<file path="src/rtl/masked_compress_refresh_pkg.sv">
// Shared constants for the masked RECTANGLE S-box compression stages.
package masked_compress_refresh_pkg;

    localparam int unsigned MCR_NCF    = 4;   // coordinate functions per S-box
    localparam int unsigned MCR_NT     = 18;  // expanded terms per coordinate
    localparam int unsigned MCR_NSHARE = 3;   // output shares
    localparam int unsigned MCR_GRP_SZ = 6;   // terms XORed into each share

    // Term indices feeding each output share: two triples, offset by 9.
    localparam int unsigned MCR_GRP_IDX [MCR_NSHARE][MCR_GRP_SZ] = '{
        '{0, 1, 2,  9, 10, 11},
        '{3, 4, 5, 12, 13, 14},
        '{6, 7, 8, 15, 16, 17}
    };

endpackage

</file>
<file path="src/rtl/masked_compress_refresh_compress_cf.sv">
// One coordinate function: compress NT expanded terms into three shares
// and refresh them with two random bits. Purely combinational.
module compress_cf
    import masked_compress_refresh_pkg::*;
#(
    parameter int unsigned NT = MCR_NT
) (
    input  logic [NT-1:0] terms_i,
    input  logic [1:0]    r_i,
    output logic          y1_o,
    output logic          y2_o,
    output logic          y3_o
);

    logic [MCR_NSHARE-1:0] grp_par;

    // XOR each share's term group; r0 and r1 cancel across the three shares.
    always_comb begin
        grp_par = '0;
        for (int unsigned s = 0; s < MCR_NSHARE; s++) begin
            for (int unsigned j = 0; j < MCR_GRP_SZ; j++) begin
                grp_par[s] = grp_par[s] ^ terms_i[MCR_GRP_IDX[s][j]];
            end
        end
        y1_o = grp_par[0] ^ r_i[0];
        y2_o = grp_par[1] ^ r_i[1];
        y3_o = grp_par[2] ^ r_i[0] ^ r_i[1];
    end

endmodule

</file>
<file path="src/rtl/masked_compress_refresh.sv">
// Two-stage compression/refresh pipeline for a masked S-box nibble.
// Stage 1 registers terms and masks together, stage 2 registers the shares.
module masked_compress_refresh
    import masked_compress_refresh_pkg::*;
#(
    parameter int unsigned NCF = MCR_NCF,
    parameter int unsigned NT  = MCR_NT
) (
    input  logic               clk,
    input  logic               rst,
    input  logic               in_valid,
    output logic               in_ready,
    input  logic [NCF*NT-1:0]  q_in,
    input  logic               rnd_valid,
    input  logic [2*NCF-1:0]   rnd,
    output logic               out_valid,
    input  logic               out_ready,
    output logic [NCF-1:0]     y1,
    output logic [NCF-1:0]     y2,
    output logic [NCF-1:0]     y3
);

    logic              s1_full_q, s1_full_d;
    logic              s2_full_q;
    logic [NCF*NT-1:0] q_q;
    logic [2*NCF-1:0]  rnd_q;
    logic [NCF-1:0]    y1_q, y2_q, y3_q;
    logic [NCF-1:0]    y1_c, y2_c, y3_c;
    logic              s2_adv;
    logic              accept;

    // Handshake: stage 2 advances when empty or drained; stage 1 fills
    // only when terms and fresh randomness arrive together.
    always_comb begin
        s2_adv    = !s2_full_q || out_ready;
        in_ready  = !s1_full_q || s2_adv;
        accept    = in_valid && rnd_valid && in_ready;
        s1_full_d = s1_full_q;
        if (accept) begin
            s1_full_d = 1'b1;
        end else if (s2_adv) begin
            s1_full_d = 1'b0;
        end
    end

    // Compression operates only on registered stage-1 data.
    for (genvar k = 0; k < NCF; k++) begin : g_cf
        compress_cf #(.NT(NT)) u_cf (
            .terms_i (q_q[NT*k +: NT]),
            .r_i     (rnd_q[2*k +: 2]),
            .y1_o    (y1_c[k]),
            .y2_o    (y2_c[k]),
            .y3_o    (y3_c[k])
        );
    end

    // Stage 1: glitch barrier holding terms and masks of one transfer.
    always_ff @(posedge clk or posedge rst) begin
        if (rst) begin
            s1_full_q <= 1'b0;
            q_q       <= '0;
            rnd_q     <= '0;
        end else begin
            s1_full_q <= s1_full_d;
            if (accept) begin
                q_q   <= q_in;
                rnd_q <= rnd;
            end
        end
    end

    // Stage 2: output shares, held while downstream stalls.
    always_ff @(posedge clk or posedge rst) begin
        if (rst) begin
            s2_full_q <= 1'b0;
            y1_q      <= '0;
            y2_q      <= '0;
            y3_q      <= '0;
        end else if (s2_adv) begin
            s2_full_q <= s1_full_q;
            if (s1_full_q) begin
                y1_q <= y1_c;
                y2_q <= y2_c;
                y3_q <= y3_c;
            end
        end
    end

    assign out_valid = s2_full_q;
    assign y1        = y1_q;
    assign y2        = y2_q;
    assign y3        = y3_q;

endmodule

</file>
<file path="config.mk">
export PLATFORM = sky130hd
export DESIGN_NAME = masked_compress_refresh
export DESIGN_NICKNAME = d
export VERILOG_FILES = /design/src/rtl/masked_compress_refresh_pkg.sv /design/src/rtl/masked_compress_refresh_compress_cf.sv /design/src/rtl/masked_compress_refresh.sv
export SDC_FILE = /design/constraint.sdc
export NUM_CORES = 1
export LEC_CHECK = 0
export BUFFER_PORTS_ARGS = -buffer_cell sky130_fd_sc_hd__buf_2
export CAP_MARGIN = 20
export CORE_MARGIN = 1
export CORE_UTILIZATION = 49
export DETAILED_ROUTE_END_ITERATION = 10
export PLACE_DENSITY = 0.73
export REMOVE_ABC_BUFFERS = 1
export SYNTH_ARGS = -nofsm -noshare
export SYNTH_HDL_FRONTEND = slang
export SYNTH_SLANG_ARGS = --single-unit
</file>
<file path="constraint.sdc">
create_clock -name clk -period 7 [get_ports clk]
set_input_delay 1.75 -clock clk [delete_from_list [all_inputs] [get_ports clk]]
set_output_delay 1.75 -clock clk [all_outputs]
set_load 0.02 [all_outputs]
</file>
==> results of run 1 <==
==> placed cells by master, fill, tap and decap left out, drive strengths merged, types with 2 or more instances in the layout <==
cell / n
buf: 101
clkbuf: 10
clkinvlp: 4
dfrtp: 94
inv: 2
mux2: 80
nand2: 15
nand2b: 2
o21ai: 12
xnor2: 68
xor2: 8
==> area by class of cell <==
cell class                 instances  area [µm²]  area share (%)
clock buffer                      10       137.6           2.624
tap                              108       135.1           2.576
clock inverter                     6       68.82           1.312
inverter                           1       6.256          0.1193
sequential                        94        2352           44.85
multi-input combinational        187        2029           38.69
timing repair buffer             101       513.0           9.781
antenna                            1       2.502         0.04771
==> cell families after synthesis <==
family / after synthesis / synth area share, %
XOR/XNOR: 76 / 14.57
flip-flops: 94 / 51.49
AND/OR/NAND/NOR: 19 / 2.246
AO/OA/AOI/OAI: 12 / 1.315
multiplexers: 80 / 26.29
buffers and inverters: 12 / 4.081
==> metrics by stage <==
step,hold WS [ns],util [%],area (µm²),setup slack [ns]
floorplan,0.5020,-,4385,2.685
detailed placement,0.4717,56.64,5036,3.071
global placement,0.4609,56.64,5036,3.093
finish,0.4811,58.99,5245,3.087
global route,0.5205,58.96,5243,3.074
CTS,0.4927,58.96,5243,3.087
==> sequential cells by signal, summed over array words and instances (netlist names) <==
register	flops
y3	4
out_valid	1
rnd_q	8
y2	4
s1_full_q	1
y1	4
q_q	72
==> power by group through the flow <==
| stage | logic, mW | clock network, mW | registers [mW] |
|---|---|---|---|
| after floorplan | 0.388 | 0 | 0.769 |
| after global placement | 0.514 | 0 | 0.741 |
| after detailed placement | 0.525 | 0 | 0.746 |
| after CTS | 0.527 | 0.381 | 0.736 |
| after global routing | 0.570 | 0.403 | 0.750 |
| final | 0.517 | 0.368 | 0.733 |
==> cell usage after synthesis <==
master	count	area [µm²]
xor2_1	8	70.07
clkbuf_1	2	7.510
inv_1	1	3.750
xnor2_1	68	595.6
buf_12	8	160.2
mux2_4	80	1201
nand3b_4	1	20.02
nand2_1	15	56.30
nor2b_4	1	13.76
buf_8	1	15.01
nand2b_1	2	12.51
o21ai_0	12	60.06
dfrtp_1	94	2352
==> worst reg2reg max path, cell delays in order (launching register included) <==
cell      delay [ns]
dfrtp_1         0.43
nand3b_4        0.10
nor2b_4         0.75
buf_4           0.68
mux2_4          0.37
==> path summary, 6_finish.rpt <==
kind,from,end,slack [ns],cells after the start
max in group asynchronous,rst,q_q[33]$_DFFE_PP0P_,4.53,3
min reg2reg,y3[1]$_DFFE_PP0P_,y3[1]$_DFFE_PP0P_,0.48,2
max,out_ready,in_ready,3.09,3
min,y3[1]$_DFFE_PP0P_,y3[1]$_DFFE_PP0P_,0.48,2
max reg2reg,out_valid$_DFFE_PP0P_,q_q[62]$_DFFE_PP0P_,4.57,4
min in group asynchronous,rst,rnd_q[4]$_DFFE_PP0P_,1.42,2
==> routing by layer <==
metal / GRT usage (%) / vias up / share of wire, %
met3: 4.397 / 14 / 5.4
met1: 20.99 / 1185 / 45
met2: 26.81 / 65 / 48
met5: 0 / - / 0
li1: - / 1179 / -
met4: 6.200 / 0 / 1.9
==> impl_metrics.env, run 1 <==
export IMPL_hold_viol=0
export IMPL_grt_pass1_wl_um=12360
export IMPL_fin_crit_ns=3.913
export IMPL_synth_cell_types=13
export IMPL_clkSinkCount=94
export IMPL_intPower_mw=1.139
export IMPL_worstSkewPairLatency_ns=0.35
export IMPL_die_width_um=98.56
export IMPL_fin_cells=508
export IMPL_cp_start_kind="input pin"
export IMPL_nNetsFinal=479
export IMPL_path_cells="buf_2 > nand3b_4 > buf_2"
export IMPL_dp_hpwl_um=5153
export IMPL_ir_worst_vdd_mv=0.1430
export IMPL_end_kind="output port"
export IMPL_drive_above_1_share_pct=50.13
export IMPL_fin_skew_ns=0.01321
export IMPL_wl_um=7230
export IMPL_nFillCells=745
export IMPL_first_iter_violations=43
export IMPL_leakage_nw=2.472
export IMPL_core_um2=8891
export IMPL_vias_per_cell=4.809
export IMPL_numCtsBuffers=9
export IMPL_postRouteAntennaNets=0
export IMPL_die_y_um=98.56
export IMPL_outcome="complete, no violations"
export IMPL_place_gp_congestion=0.7144
export IMPL_placementRows=34
export IMPL_grt_util_all_layers_pct=16.41
export IMPL_cts_tree="built"
export IMPL_grt_antenna_before_repair=0
export IMPL_p_per_area_nw_per_um2=308.5
export IMPL_num_vias=2443
export IMPL_period_share_pct=55.89
export IMPL_maxCapViolCount=0
export IMPL_wl_per_cell_um=14.23
export IMPL_rsz0062_at_grt="false"
export IMPL_dp_cells=491
export IMPL_ys_warn_count=0
export IMPL_cts_max_path_buffers=2
export IMPL_ctsHoldBuffers=0
export IMPL_htree_levels=3
export IMPL_cts_root_buf="clkbuf_8"
export IMPL_p_sw_uw=479.7
export IMPL_total_power_mw=1.618
export IMPL_ys_ff_latch=94
export IMPL_syn_avg_cell_area_um2=15.59
export IMPL_die_area_um2=9713
export IMPL_grt_max_degree=53
export IMPL_hp_class="reg2reg"
export IMPL_cts_clk_slew_worst_paths_ns=0.09
export IMPL_cpPeakStageDelay_ns=0.16
export IMPL_worstPathRequired_ns=5.25
export IMPL_slew_viol_final=0
export IMPL_clkPwrFrac_pct=22.8
export IMPL_p_seq_share_pct=45.3
export IMPL_initial_utilization_pct=51.38
export IMPL_tightest_slew_ns=0.9077
export IMPL_cp_num_buf_inv=2
export IMPL_fmax_mhz=255.6
export IMPL_ctsResizeCount=0
export IMPL_setup_viol=0
export IMPL_cts_setup_buffers=0
export IMPL_overflow=0
export IMPL_grt_pass1_vias=2619
export IMPL_slew_headroom_pct=39.36
export IMPL_slowest_stage="buf_2"
export IMPL_pwr_share_comb_pct=32.0
export IMPL_critPathTopFamily="buffers and inverters"
export IMPL_pin_count=99
export IMPL_firstDrtPassIters=4
export IMPL_swShare_pct=29.64
export IMPL_syn_area_um2=4568
export IMPL_drc=0
export IMPL_path_class="in2out"
export IMPL_worstPathArrival_ns=2.16
export IMPL_ys_seq_area_share_pct=51.49
export IMPL_fin_tns_setup_ns=0
export IMPL_syn_inst=293
export IMPL_port_buffers=98
export IMPL_cp_max_fo=3
export IMPL_path_common_cell="buf_2"
export IMPL_synthToLayoutAreaGrowth_pct=14.82
(Power assumes the default switching activity.)
==> inputs of run 2 (changes only) <==
--- a/config.mk
+++ b/config.mk
@@ -5,12 +5,13 @@
 export SDC_FILE = /design/constraint.sdc
 export NUM_CORES = 1
 export LEC_CHECK = 0
+export ABC_AREA = 1
 export BUFFER_PORTS_ARGS = -buffer_cell sky130_fd_sc_hd__buf_2
 export CAP_MARGIN = 20
 export CORE_MARGIN = 1
 export CORE_UTILIZATION = 49
 export DETAILED_ROUTE_END_ITERATION = 10
-export PLACE_DENSITY = 0.73
+export PLACE_DENSITY = 0.72
 export REMOVE_ABC_BUFFERS = 1
 export SYNTH_ARGS = -nofsm -noshare
 export SYNTH_HDL_FRONTEND = slang
==> constraint.sdc (replaced) <==
create_clock -name clk -period 3.75 [get_ports clk]
set_input_delay 0.9375 -clock clk [delete_from_list [all_inputs] [get_ports clk]]
set_output_delay 0.9375 -clock clk [all_outputs]
set_load 0.02 [all_outputs]
==> run 2 against run 1 <==
Clock power is 120% higher. Combinational power is 76% higher. Utilization hardly changed. Wire length is 39% higher. Largest cell class unchanged. Synthesized area is 9.6% higher. Non-clock buffer count is 3 higher. Sequential power is 80% higher. Sequential share of layout area is 4.2 points lower. Clock skew is 0.00054 ns lower. First-iteration DRC count is 100% higher.
==> impl_metrics.env, run 2 <==
export IMPL_outcome="complete, no violations"
export IMPL_ys_warn_count=0
export IMPL_place_ws_ns=1.016
export IMPL_path_class="in2reg"
export IMPL_cts_clk_slew_worst_paths_ns=0.08
export IMPL_critPathTopFamily="buffers and inverters"
export IMPL_path_cells="buf_2 > inv_1 > nand3_2 > nand3_4 > buf_4 > mux2_4"
export IMPL_first_iter_violations=87
export IMPL_worstPathRequired_ns=4.00
export IMPL_r2r_cells=4
export IMPL_num_vias=4259
export IMPL_postRouteAntennaNets=0
export IMPL_slowest_stage="buf_4"
export IMPL_vias_per_cell=4.818
export IMPL_grt_util_all_layers_pct=20.25
export IMPL_cp_num_buf_inv=3
export IMPL_tightest_slew_ns=0.6708
export IMPL_reg2reg_slack_ns=1.72
export IMPL_hold_depth=2
export IMPL_ctsHoldBuffers=0
export IMPL_drc=0
export IMPL_fin_skew_ns=0.01267
export IMPL_ys_seq_area_share_pct=46.98
export IMPL_synth_common_cells="222 x nand2_1, 94 x dfrtp_1, 90 x inv_1"
export IMPL_port_buffers=98
export IMPL_overflow=0
export IMPL_slew_headroom_pct=55.28
export IMPL_slew_viol_final=0
export IMPL_initial_utilization_pct=50.99
export IMPL_cts_setup_buffers=0
export IMPL_holdPathEnd="y3[0]$_DFFE_PP0P_"
export IMPL_cts_tree="built"
export IMPL_synth_xor_area_share_pct=1.574
export IMPL_nNetsFinal=831
export IMPL_grt_max_degree=50
export IMPL_die_area_um2=10630
export IMPL_final_cell_mix="222 x nand2_1, 98 x buf_2, 94 x dfrtp_1"
export IMPL_grt_antenna_before_repair=0
export IMPL_worstPathArrival_ns=2.60
export IMPL_hold_viol=0
export IMPL_wl_um=10050
export IMPL_synthSimpleGateAreaFrac_pct=28.81
export IMPL_htree_levels=3
export IMPL_grt_pass1_wl_um=16680
export IMPL_syn_avg_cell_area_um2=7.715
export IMPL_placementRows=36
export IMPL_setup_viol=0
export IMPL_syn_inst=649
export IMPL_rsz0062_at_grt="false"
export IMPL_yosys_area_share_adder_pct=0
export IMPL_fin_tns_setup_ns=0
export IMPL_grt_pass1_vias=4107
export IMPL_n_antenna_cell=0
export IMPL_drive_above_1_share_pct=21.84
export IMPL_die_width_um=103.1
export IMPL_synth_compound_area_share_pct=9.345
export IMPL_core_um2=9819
export IMPL_top_regs="q_q (72), rnd_q (8)"
export IMPL_cp_start_kind="input pin"
export IMPL_synth_most_common_cell="nand2_1"
export IMPL_synth_top_family_by_area="simple AND/OR/NAND/NOR gates"
export IMPL_r2r_end="q_q[25]$_DFFE_PP0P_"
export IMPL_yosysTopAreaCellShare_pct=46.98
export IMPL_synth_cell_types=18
export IMPL_place_gp_congestion=0.7779
export IMPL_maxCapViolCount=0
export IMPL_wl_per_cell_um=11.37
export IMPL_worstSkewPairLatency_ns=0.37
export IMPL_ys_async_sr_fraction_pct=100.0
export IMPL_synth_edf_count=0
export IMPL_fmax_mhz=425.2
export IMPL_synth_largest_area_cell="dfrtp_1"
export IMPL_numCtsBuffers=9
export IMPL_hp_class="reg2reg"
export IMPL_final_common_cell="nand2_1"
export IMPL_period_share_pct=62.72
export IMPL_cpPeakStageDelay_ns=0.54
export IMPL_ir_worst_vdd_mv=0.4341
export IMPL_end_kind="flop"
export IMPL_muxShareOfSynthArea_pct=3.298
export IMPL_clkSinkCount=94
export IMPL_ys_flop_type="dfrtp_1"
export IMPL_r2r_start="s1_full_q$_DFFE_PP0P_"
export IMPL_largest_register="q_q"
export IMPL_ctsResizeCount=0
export IMPL_dp_hpwl_um=7381
export IMPL_finalWorstSetupSlack_ns=1.398
export IMPL_largest_reg_flops=72
export IMPL_hold_path_startpoint="y3[0]$_DFFE_PP0P_"
export IMPL_cp_max_fo=49
export IMPL_p_per_area_nw_per_um2=524.3
export IMPL_synthToLayoutAreaGrowth_pct=15.69
export IMPL_firstDrtPassIters=4
export IMPL_path_depth=6
export IMPL_cts_root_buf="clkbuf_8"
export IMPL_fin_crit_ns=2.352
export IMPL_cts_max_path_buffers=2
export IMPL_synth_area_leaders="dfrtp_1 47%, nand2_1 17%, inv_1 6.7%"
export IMPL_ys_ff_latch=94
export IMPL_leakage_nw=3.326
export IMPL_pin_count=99
export IMPL_die_y_um=103.1
export IMPL_syn_area_um2=5007
## run 2: cell count changes after synthesis, sizes merged, moves of 9 or more
cell and delta:
buf +9, mux2 -69, nand2 +207, nand3 +62
inv +89, a21oi +70, o21ai -11, nor2 +69
xnor2 -63
## run 2: per-layer routing
metal | GRT usage (%) | routed length, µm | share of wire (%) | vias to the layer above
met1 | 22.63 | 4436 | 44 | 1949
met4 | 6.826 | 172 | 1.7 | 0
li1 | - | - | - | 2202
met5 | 0 | 0 | 0 | -
met3 | 4.678 | 464 | 4.6 | 14
met2 | 37.74 | 4979 | 50 | 94
## run 2: final cells by class
| cell class | instances | area (µm²) |
|---|---|---|
| Inverter | 90 | 340.3 |
| Clock buffer | 9 | 123.9 |
| Timing Repair Buffer | 104 | 535.5 |
| Sequential cell | 94 | 2352 |
| Clock inverter | 7 | 120.1 |
| Multi-Input combinational cell | 447 | 2155 |
| Fill cell | 916 | 4026 |
| Tap cell | 133 | 166.4 |
## run 2: report_power, final
group	switching (mW)	total (mW)	internal, mW
logic	0.556	0.908	0.352
clock network	0.362	0.807	0.445
registers	0.124	1.32	1.20
## run 2: stage by stage
step | hold WS (ns) | cells | cell area (µm²) | power [mW] | util (%)
finish | 0.4822 | 884 | 5793 | 3.037 | 59.00
global route | 0.5154 | 884 | 5793 | 3.253 | 59.00
CTS | 0.4866 | 884 | 5793 | 3.071 | 59.00
detailed placement | 0.4637 | 868 | 5549 | 2.253 | 56.51
global placement | 0.4605 | 868 | 5549 | 2.206 | 56.51
floorplan | 0.4954 | 631 | 4845 | 1.998 | -
## run 2: worst register-to-register path: cells and delay by family, from the launching register on
family,cells,cell delay [ns]
simple gates,2,0.61
buf+inv,1,0.54
mux,1,0.37
flops,1,0.40
## run 2: cells by family after synthesis
logic type,after synthesis
simple gates,356
compound gates,71
flops,94
xor+xnor,9
buf+inv,108
mux,11
## run 2: how the worst max path moves through the flow
stage                          from               endpoint  slack (ns)
after global routing      out_ready    q_q[25]$_DFFE_PP0P_        1.28
after CTS                 out_ready    q_q[25]$_DFFE_PP0P_        1.41
after detailed placement  out_ready    q_q[71]$_DFFE_PP0P_        1.02
after floorplan                 rst  out_valid$_DFFE_PP0P_        0.36
after global placement    out_ready    q_q[25]$_DFFE_PP0P_        1.06
final                     out_ready    q_q[25]$_DFFE_PP0P_        1.40
